**config.mk**
```make
export PLATFORM = sky130hd
export DESIGN_NAME = tmr0_timer
export DESIGN_NICKNAME = d
export VERILOG_FILES = /design/src/rtl/tmr0_timer.sv
export SDC_FILE = /design/constraint.sdc
export NUM_CORES = 1
export LEC_CHECK = 0
export BUFFER_PORTS_ARGS = -buffer_cell sky130_fd_sc_hd__clkbuf_2
export CAP_MARGIN = 20
export CORE_UTILIZATION = 58
export DETAILED_ROUTE_END_ITERATION = 12
export HOLD_SLACK_MARGIN = 0.03
export PLACE_DENSITY = 0.93
export SKIP_CTS_REPAIR_TIMING = 1
export SYNTH_ARGS = -nofsm -noshare
export SYNTH_HDL_FRONTEND = slang
export SYNTH_SLANG_ARGS = --single-unit
```
**constraint.sdc**
```tcl
create_clock -name clk -period 6.5 [get_ports clk]
set_clock_uncertainty 0.05 [all_clocks]
set_input_delay 0.975 -clock clk [delete_from_list [all_inputs] [get_ports clk]]
set_output_delay 0.975 -clock clk [all_outputs]
set_load 0.01 [all_outputs]
```
**src/rtl/tmr0_timer.sv**
```systemverilog
// tmr0_timer: PIC-style TMR0 counter with OPTION register, shared prescaler,
// external-pin synchroniser and a two-cycle write inhibit.
module tmr0_timer #(
  parameter int SYNC_STAGES = 2
) (
  input  logic       clk,
  input  logic       rst,
  input  logic       cycle_en,
  input  logic [7:0] data_in,
  input  logic       tmr0_reg_wr_en,
  input  logic       option_reg_wr_en,
  input  logic       t0cki,
  output logic [7:0] tmr0_reg_val,
  output logic [7:0] option_reg_val,
  output logic       t0if_set
);
  typedef enum logic [1:0] {IDLE, INH2, INH1} inh_t;
  inh_t inh;
  logic [SYNC_STAGES-1:0] sync;
  logic prev;
  logic [7:0] pre;
  logic [8:0] span;
  logic ext, evt, tick;
  always_comb begin
    ext  = option_reg_val[4] ? (prev & ~sync[SYNC_STAGES-1]) : (~prev & sync[SYNC_STAGES-1]);
    evt  = option_reg_val[5] ? ext : cycle_en;
    span = (9'd2 << option_reg_val[2:0]) - 9'd1;
    tick = evt & (option_reg_val[3] | ((pre & span[7:0]) == span[7:0])) & (inh == IDLE);
  end
  always_ff @(posedge clk) begin
    if (!rst) begin
      sync           <= '0;
      prev           <= 1'b0;
      pre            <= '0;
      inh            <= IDLE;
      tmr0_reg_val   <= '0;
      option_reg_val <= 8'hFF;
      t0if_set       <= 1'b0;
    end else begin
      sync <= {sync[SYNC_STAGES-2:0], t0cki};
      prev <= sync[SYNC_STAGES-1];
      if (option_reg_wr_en) option_reg_val <= data_in;
      // the prescaler keeps counting through the inhibit window
      if (tmr0_reg_wr_en || option_reg_wr_en) pre <= '0;
      else if (evt && !option_reg_val[3]) pre <= pre + 8'd1;
      if (tmr0_reg_wr_en) tmr0_reg_val <= data_in;
      else if (tick) tmr0_reg_val <= tmr0_reg_val + 8'd1;
      t0if_set <= !tmr0_reg_wr_en && tick && (tmr0_reg_val == 8'hFF);
      if (tmr0_reg_wr_en) inh <= INH2;
      else if (cycle_en) inh <= (inh == INH2) ? INH1 : IDLE;
    end
  end
endmodule

```
=== Yosys cells after proc, flatten, opt, wreduce, memory -nomap -nowiden ===
Index checks and enable logic that the tools add are counted.

* $add $sub $neg: 3
* Equality and inequality tests: 3
* Shift operators: 1
* Multiplexer cells: 7
* Bitwise logic cells: 9
* Reduce and logical (&&, ||, !) cells: 11

{| class="wikitable"
|+ Operators by type and width
! kind !! number
|-
| 8-bit by 1-bit adder with 8-bit output, second input constant || 2
|-
| 8-bit two-way mux || 2
|-
| 8-bit AND || 1
|-
| 8-bit equality test || 1
|-
| 8-bit equality test, second input constant || 1
|-
| 2-bit by 3-bit << shifter with 8-bit output, first input constant || 1
|-
| 8-bit by 1-bit subtractor with 8-bit output, second input constant || 1
|-
| 1-bit AND || 4
|-
| 1-bit two-way mux || 4
|-
| 2-bit nonzero test || 2
|-
| 2-bit OR reduction || 2
|-
| 1-bit logical AND || 3
|-
| 1-bit inverter || 3
|-
| 2-bit by 1-bit equality test with 1-bit output, second input constant || 1
|-
| 1-bit logical NOT || 2
|-
| 2-bit logical NOT || 1
|-
| 2-bit two-way mux || 1
|-
| 1-bit logical OR || 1
|-
| 1-bit OR || 1
|}

* Bits in registers: 30
* Bits of input ports: 14
* Output and inout port bits: 17
* Logic and storage cells: 42

=== Logic depth before layout (Yosys ltp) ===
Gate-level depths: netlist of run 1.

* Word-level depth: 9
* Mapped depth: 11
* Gate-level depth less buffers: 9

=== Worst setup path before layout of run 1 ===
No wires, ideal clock.

* Path kind: reg2reg
* Start: register option_reg_val[2]
* End: register tmr0_reg_val[4]
* Library setup time: 0.079 ns
* Arrival time: 2.295 ns
* Setup slack: 4.076 ns
* Stages on the path, launching flop included: 11
* Path buffers: 2
* Clock period less this slack: 2.424 ns
* Cells stage by stage: dfxtp_1 -> buf_2 -> or3_1 -> ha_1 -> o21ai_0 -> a31o_2 -> a221o_1 -> o31ai_4 -> buf_6 -> nand4_1 -> o211ai_1

* Cells in the longest elaborated chain, start to end: 8

{| class="wikitable"
|+ RTL lines
! what !! line !! text
|-
| from (decl) || 14 || <nowiki>output logic [7:0] option_reg_val,</nowiki>
|-
| from (signal assigned) || 42 || <nowiki>if (option_reg_wr_en) option_reg_val <= data_in;</nowiki>
|-
| 2-bit by 3-bit << shifter with 8-bit output (*) || 27 || <nowiki>span = (9'd2 << option_reg_val[2:0]) - 9'd1;</nowiki>
|-
| 8-bit by 1-bit subtractor with 8-bit output (*) || 27 ||
|-
| 8-bit AND || 28 || <nowiki>tick = evt & (option_reg_val[3] | ((pre & span[7:0]) == span[7:0])) & (inh == IDLE);</nowiki>
|-
| 8-bit equality test (*) || 28 ||
|-
| 1-bit OR (*) || 28 ||
|-
| 1-bit AND (*) (2 in a row) || 28 ||
|-
| 2-bit nonzero test (no source line) (*) || - ||
|-
| to (signal assigned) || 46 || <nowiki>if (tmr0_reg_wr_en) tmr0_reg_val <= data_in;</nowiki>
|-
| to (signal assigned) || 47 || <nowiki>else if (tick) tmr0_reg_val <= tmr0_reg_val + 8'd1;</nowiki>
|-
| to (decl) || 13 || <nowiki>output logic [7:0] tmr0_reg_val,</nowiki>
|}

Mark *: on every way between the ends. The rest lies on a longest branch, timed or not.
A chain may end at the register's enable or synchronous reset.

=== Worst setup path in the final report of run 1 ===
* Start: register option_reg_val[0]
* End: register tmr0_reg_val[7]

Same word-level chain as after synthesis.

==> impl_metrics.json, run 1 <==
{
  "p_int_uw": 288,
  "synth_simple_gate_area_share_pct": 26.4,
  "mappedNetlistNets": 192,
  "seqCellArea_um2": 601,
  "clk_path_buf_depth": 2,
  "power_uw": 392,
  "numCtsBuffers": 5,
  "crit_path_cell_trace": "or3_1 > ha_1 > o21ai_0 > a31o_2 > a221o_1 > o31ai_4 > a41oi_1 > a21boi_0",
  "drive_gt1_share_pct": 21.5,
  "post-route-period-util_pct": 43.0,
  "wl_per_cell_um": 14.8,
  "synth_top_family_by_area": "simple AND/OR/NAND/NOR gates",
  "die_height_um": 53.1,
  "whs_ns": 0.415,
  "drtIter0Drc": 35,
  "maxCapViolCount": 0,
  "critPathBufInv": 0,
  "worstSkewPairLatency_ns": 0.33,
  "cts-root-buf": "clkbuf_4",
  "setup_viol": 0,
  "grtUsageTotal_pct": 29.1,
  "synth_compound_area_share_pct": 18.4,
  "cts_tree": "yes",
  "cts.sinks": 30,
  "clk_pin_slew_ns": 0.10,
  "synth_cell_types": 40,
  "clock.fmax_mhz": 358,
  "wl_um": 3470,
  "vias": 1387,
  "dieWidth_um": 53.1,
  "detail-route-antenna-nets": 0,
  "tightest_slew_ns": 0.676,
  "critPathLaunchType": "flop",
  "powerDensity_nw_per_um2": 225,
  "hpwl_um": 2570,
  "rsz0062_at_grt": "no",
  "setup_ws_ns": 3.70,
  "cp_slowest_cell": "o31ai_4",
  "vias_per_cell": 5.90,
  "overflow": 0,
  "final_cell_mix": "dfxtp_1 (30), clkbuf_2 (30), nor2_1 (22), nand2_1 (22), o211ai_1 (8)",
  "syn_area_per_cell_um2": 8.66,
  "numPortBuffers": 30,
  "hold_path.class": "reg2reg",
  "pre_cts_slack_ns": 3.72,
  "grt_pass1_vias": 1266,
  "gp_congestion": 0.800,
  "post-route-util_pct": 70.4,
  "ys_seq_area_share_pct": 39.6,
  "power.share.clock_pct": 35.3,
  "area_delta_synth_final_pct": 15.0,
  "pwr-share-seq_pct": 51.9,
  "max_stage_delay_ns": 0.61,
  "period_needed_ns": 2.80,
  "cp-end-kind": "flop",
  "max_slew_margin_pct": 54.9,
  "synth-xor-area-share_pct": 4.62,
  "yosys_warnings": 0,
  "p_leak_uw": 0.000705,
  "htreeDepth": 2,
  "start_util_pct": 61.2,
  "drt_first_pass_iters": 5,
  "muxShareOfSynthArea_pct": 4.62,
  "route.top_layer_used": "met4",
  "route.met2.wl_um": 1700,
  "syn_inst": 175,
  "tns_ns": 0,
  "crit_path_max_fanout": 16,
  "outcome": "finished clean",
  "insertedDiodeCount": 0,
  "crit_type": "reg2reg",
  "antenna_found_initial": 0,
  "drc_errors": 0,
  "fill_cells": 196,
  "ys_seq_elements": 30,
  "hold_viol_final": 0,
  "core.rowCount": 18,
  "io-pin-count": 31,
  "peakVddDrop_mv": 0.212,
  "grt_max_degree": 26,
  "netSwitchingPower_uw": 104,
  "nNetsFinal": 221,
  "reg2reg_slack_ns": 3.70,
  "critPathTopFamily": "compound AO/OA/AOI/OAI gates",
  "grt_pass1_wl_um": 5770,
  "swShare_pct": 26.5,
  "multi_input_area_um2": 857,
  "synth_area_um2": 1520,
  "async_flop_share_pct": 0,
  "synth_adder_area_share_pct": 2.48,
  "drt-met1-wl_um": 1530,
  "synth_flop_cell": "dfxtp_1",
  "slew_viol_final": 0,
  "synth_edf_count": 0,
  "die_area_um2": 2820,
  "placeableCoreArea_um2": 2480,
  "combinationalPowerShare_pct": 12.8,
  "worstPathRequired_ns": 6.68,
  "cp.arrival_ns": 2.98,
  "wl_met3_um": 183
}
[state kept, by name, summed over array words and instances (netlist names)]
signal,flops
t0if_set,1
pre,8
prev,1
tmr0_reg_val,8
inh,2
option_reg_val,8
sync,2
[power groups by stage]
stage          combinational, uW  sequential [uW]  clock, uW
3_3_place_gp                47.6              206          0
6_report                    50.4              204        138
4_1_cts                     50.5              203        141
5_1_grt                     55.6              205        149
2_1_floorplan               30.0              208          0
3_5_place_dp                49.9              208          0
[final timing paths]
check                                  from                            to  cells past startpoint
max          option_reg_val[0]$_SDFFE_PN1P_  tmr0_reg_val[7]$_SDFFE_PN0P_                      8
min                      sync[0]$_SDFF_PN0_            sync[1]$_SDFF_PN0_                      1
max reg2reg  option_reg_val[0]$_SDFFE_PN1P_  tmr0_reg_val[7]$_SDFFE_PN0P_                      8
min reg2reg              sync[0]$_SDFF_PN0_            sync[1]$_SDFF_PN0_                      1
[cell usage after synthesis (all sizes together) (3+ instances only)]
master,instances,area (um^2)
dfxtp,30,601
nand2,22,82.6
nor2,22,82.6
o211ai,8,60.1
mux2i,7,70.1
nand4,7,43.8
clkbuf,6,22.5
nand2b,6,37.5
a31oi,5,31.3
and3,5,31.3
inv,5,18.8
o21ai,4,20.0
xnor2,4,35.0
xor2,4,35.0
a21boi,3,22.5
a21oi,3,15.0
and2,3,18.8
ha,3,37.5
nand3b,3,22.5
[layer usage]
| layer | track usage, % | vias to the layer above |
|---|---|---|
| li1 | - | 685 |
| met1 | 34.4 | 658 |
| met2 | 48.1 | 40 |
| met3 | 8.62 | 4 |
| met4 | 12.7 | 0 |
| met5 | 0 | - |
[layout make-up]
type	instances	share of cell area (%)
Multi-Input combinational cell	132	49.2
Sequential cell	30	34.5
Timing Repair Buffer	30	8.61
Clock buffer	8	4.52
Tap cell	30	2.15
Inverter	5	1.08
[metrics by stage]
step | area (um^2) | std cells
floorplan | 1520 | 175
global placement | 1660 | 227
detailed placement | 1660 | 227
CTS | 1740 | 235
global route | 1740 | 235
finish | 1740 | 235
[worst register-to-register path: stages (launching register included)]
cell	delay, ns
dfxtp_1	0.38
or3_1	0.39
ha_1	0.28
o21ai_0	0.07
a31o_2	0.23
a221o_1	0.29
o31ai_4	0.61
a41oi_1	0.23
a21boi_0	0.17
[kinds of logic after synthesis]
family          after synthesis
compound gates               34
xor+xnor                      8
fa+ha+maj                     3
buf+inv                      13
flops                        30
mux                           7
simple gates                 80
(Power assumes the default switching activity.)
==> inputs of run 2 (changes only) <==
--- a/config.mk
+++ b/config.mk
@@ -7,10 +7,10 @@
 export LEC_CHECK = 0
 export BUFFER_PORTS_ARGS = -buffer_cell sky130_fd_sc_hd__clkbuf_2
 export CAP_MARGIN = 20
-export CORE_UTILIZATION = 58
+export CORE_UTILIZATION = 48
 export DETAILED_ROUTE_END_ITERATION = 12
 export HOLD_SLACK_MARGIN = 0.03
-export PLACE_DENSITY = 0.93
+export PLACE_DENSITY = 0.83
 export SKIP_CTS_REPAIR_TIMING = 1
 export SYNTH_ARGS = -nofsm -noshare
 export SYNTH_HDL_FRONTEND = slang
==> constraint.sdc (replaced) <==
create_clock -name clk -period 2.53 [get_ports clk]
set_clock_uncertainty 0.05 [all_clocks]
set_input_delay 0.3795 -clock clk [delete_from_list [all_inputs] [get_ports clk]]
set_output_delay 0.3795 -clock clk [all_outputs]
set_load 0.01 [all_outputs]
==> impl_metrics.json, run 2 (synthesized netlist as in run 1, its figures left out) <==
{
  "outcome": "finished clean",
  "cp-end-kind": "flop",
  "maxCapViolCount": 0,
  "dieWidth_um": 58.2,
  "p_int_uw": 664,
  "worstSkewPairLatency_ns": 0.32,
  "crit_path_cell_trace": "or3_1 > ha_1 > o21ai_0 > a31o_2 > a221o_1 > o31ai_4 > buf_12 > nor3_1 > a211oi_1",
  "cts-root-buf": "clkbuf_4",
  "numCtsBuffers": 5,
  "insertedDiodeCount": 0,
  "clk_path_buf_depth": 2,
  "pwr-share-seq_pct": 56.2,
  "wl_per_cell_um": 12.9,
  "core.rowCount": 20,
  "hold_viol_final": 0,
  "clk_pin_slew_ns": 0.08,
  "post-route-period-util_pct": 94.5,
  "critPathLaunchType": "flop",
  "fin_cells": 253,
  "grtUsageTotal_pct": 21.4,
  "max_stage_delay_ns": 0.37,
  "power.share.clock_pct": 28.3,
  "tns_ns": 0,
  "reg2reg_slack_ns": 0.14,
  "peakVddDrop_mv": 0.298,
  "placeableCoreArea_um2": 3030,
  "place_inst": 246,
  "tightest_slew_ns": 0.573,
  "drt_first_pass_iters": 4,
  "die_height_um": 58.2,
  "r2r_start": "option_reg_val[0]$_SDFFE_PN1P_",
  "hold_end": "sync[0]$_SDFF_PN0_",
  "drive_gt1_share_pct": 22.5,
  "crit_type": "reg2reg",
  "worstReg2RegEnd": "tmr0_reg_val[1]$_SDFFE_PN0P_",
  "worstPathRequired_ns": 2.71,
  "min-delay-start": "t0cki",
  "swShare_pct": 27.9,
  "grt_max_degree": 25,
  "setup_viol": 0,
  "io-pin-count": 31,
  "max_slew_margin_pct": 61.7,
  "htreeDepth": 2,
  "combinationalPowerShare_pct": 15.5,
  "hold_path.class": "in2reg",
  "final_cell_mix": "dfxtp_1 (30), clkbuf_2 (30), nor2_1 (22), nand2_1 (22), o211ai_1 (8)",
  "start_util_pct": 50.0,
  "clock.fmax_mhz": 418,
  "drc_errors": 0,
  "largestRegisters": "option_reg_val x8, pre x8, tmr0_reg_val x8",
  "nNetsFinal": 226,
  "die_area_um2": 3390,
  "crit_path_max_fanout": 15,
  "antenna_found_initial": 0,
  "powerDensity_nw_per_um2": 517,
  "grt_pass1_vias": 1278,
  "hold_depth": 2,
  "overflow": 0,
  "cts.sinks": 30,
  "cp_slowest_cell": "or3_1",
  "area_delta_synth_final_pct": 17.7,
  "slew_viol_final": 0,
  "cts_tree": "yes",
  "hpwl_um": 2390,
  "vias": 1383,
  "grt_pass1_wl_um": 5550,
  "rsz0062_at_grt": "no",
  "power_uw": 921,
  "vias_per_cell": 5.47,
  "wl_um": 3270,
  "gp_congestion": 0.832,
  "netSwitchingPower_uw": 257,
  "detail-route-antenna-nets": 0,
  "cp.arrival_ns": 2.57,
  "reg2regPathDepth": 9,
  "drtIter0Drc": 82,
  "numPortBuffers": 30,
  "period_needed_ns": 2.39,
  "p_leak_uw": 0.000712
}
## run 2: cell count changes in the layout (fill, tap and decap cells not counted)
cell,change
nor4_1,-1
buf_12,+1
buf_4,+4
clkbuf_8,-3
clkbuf_1,+2
nor4_2,+1
## run 2: metrics by stage
stage	setup slack [ns]	hold WS (ns)	instance area (um^2)	utilization (%)
floorplan	0.106	0.362	1520	-
global placement	0.194	0.393	1730	57.2
detailed placement	0.158	0.399	1730	57.2
CTS	0.129	0.200	1780	58.7
global route	0.0120	0.213	1780	58.9
finish	0.139	0.211	1780	58.9
## run 2: area by class of cell
cell class                      count  area, um^2
Tap cell                           44        55.1
Timing Repair Buffer               35         200
Fill cell                         266        1240
Multi-Input combinational cell    132         863
Clock buffer                        7        45.0
Sequential cell                    30         601
Inverter                            5        18.8
## run 2: worst max-delay path: cells and delay by family, from the launching register on
family | cells | cell delay [ns]
AO/OA/AOI/OAI | 5 | 1.06
AND/OR/NAND/NOR | 2 | 0.42
flip-flops | 1 | 0.31
adder cells (fa/ha/maj) | 1 | 0.28
buffers and inverters | 1 | 0.18
## run 2: worst max-delay path by stage
stage,slack (ns),start,to,cells after the start
4_1_cts,0.13,option_reg_val[0]$_SDFFE_PN1P_,tmr0_reg_val[1]$_SDFFE_PN0P_,9
3_5_place_dp,0.16,option_reg_val[0]$_SDFFE_PN1P_,tmr0_reg_val[1]$_SDFFE_PN0P_,9
3_3_place_gp,0.19,option_reg_val[0]$_SDFFE_PN1P_,t0if_set$_SDFF_PN0_,9
6_report,0.14,option_reg_val[0]$_SDFFE_PN1P_,tmr0_reg_val[1]$_SDFFE_PN0P_,9
2_1_floorplan,0.11,option_reg_val[2]$_SDFFE_PN1P_,tmr0_reg_val[4]$_SDFFE_PN0P_,10
5_1_grt,0.01,option_reg_val[0]$_SDFFE_PN1P_,tmr0_reg_val[1]$_SDFFE_PN0P_,9
## run 2: power by group through the flow
stage / combinational (uW) / sequential, uW / clock [uW]
global route: 158 / 521 / 290
floorplan: 77.1 / 535 / 0
finish: 143 / 517 / 261
CTS: 142 / 517 / 268
global placement: 139 / 527 / 0
detailed placement: 141 / 528 / 0
## run 2: routing by layer
layer | vias to the layer above | share of wire, % | GRT usage (%)
met5 | - | 0 | 0
met4 | 0 | 0.76 | 8.16
met3 | 4 | 5.0 | 4.69
met2 | 37 | 46 | 34.3
met1 | 644 | 48 | 28.0
li1 | 698 | - | -
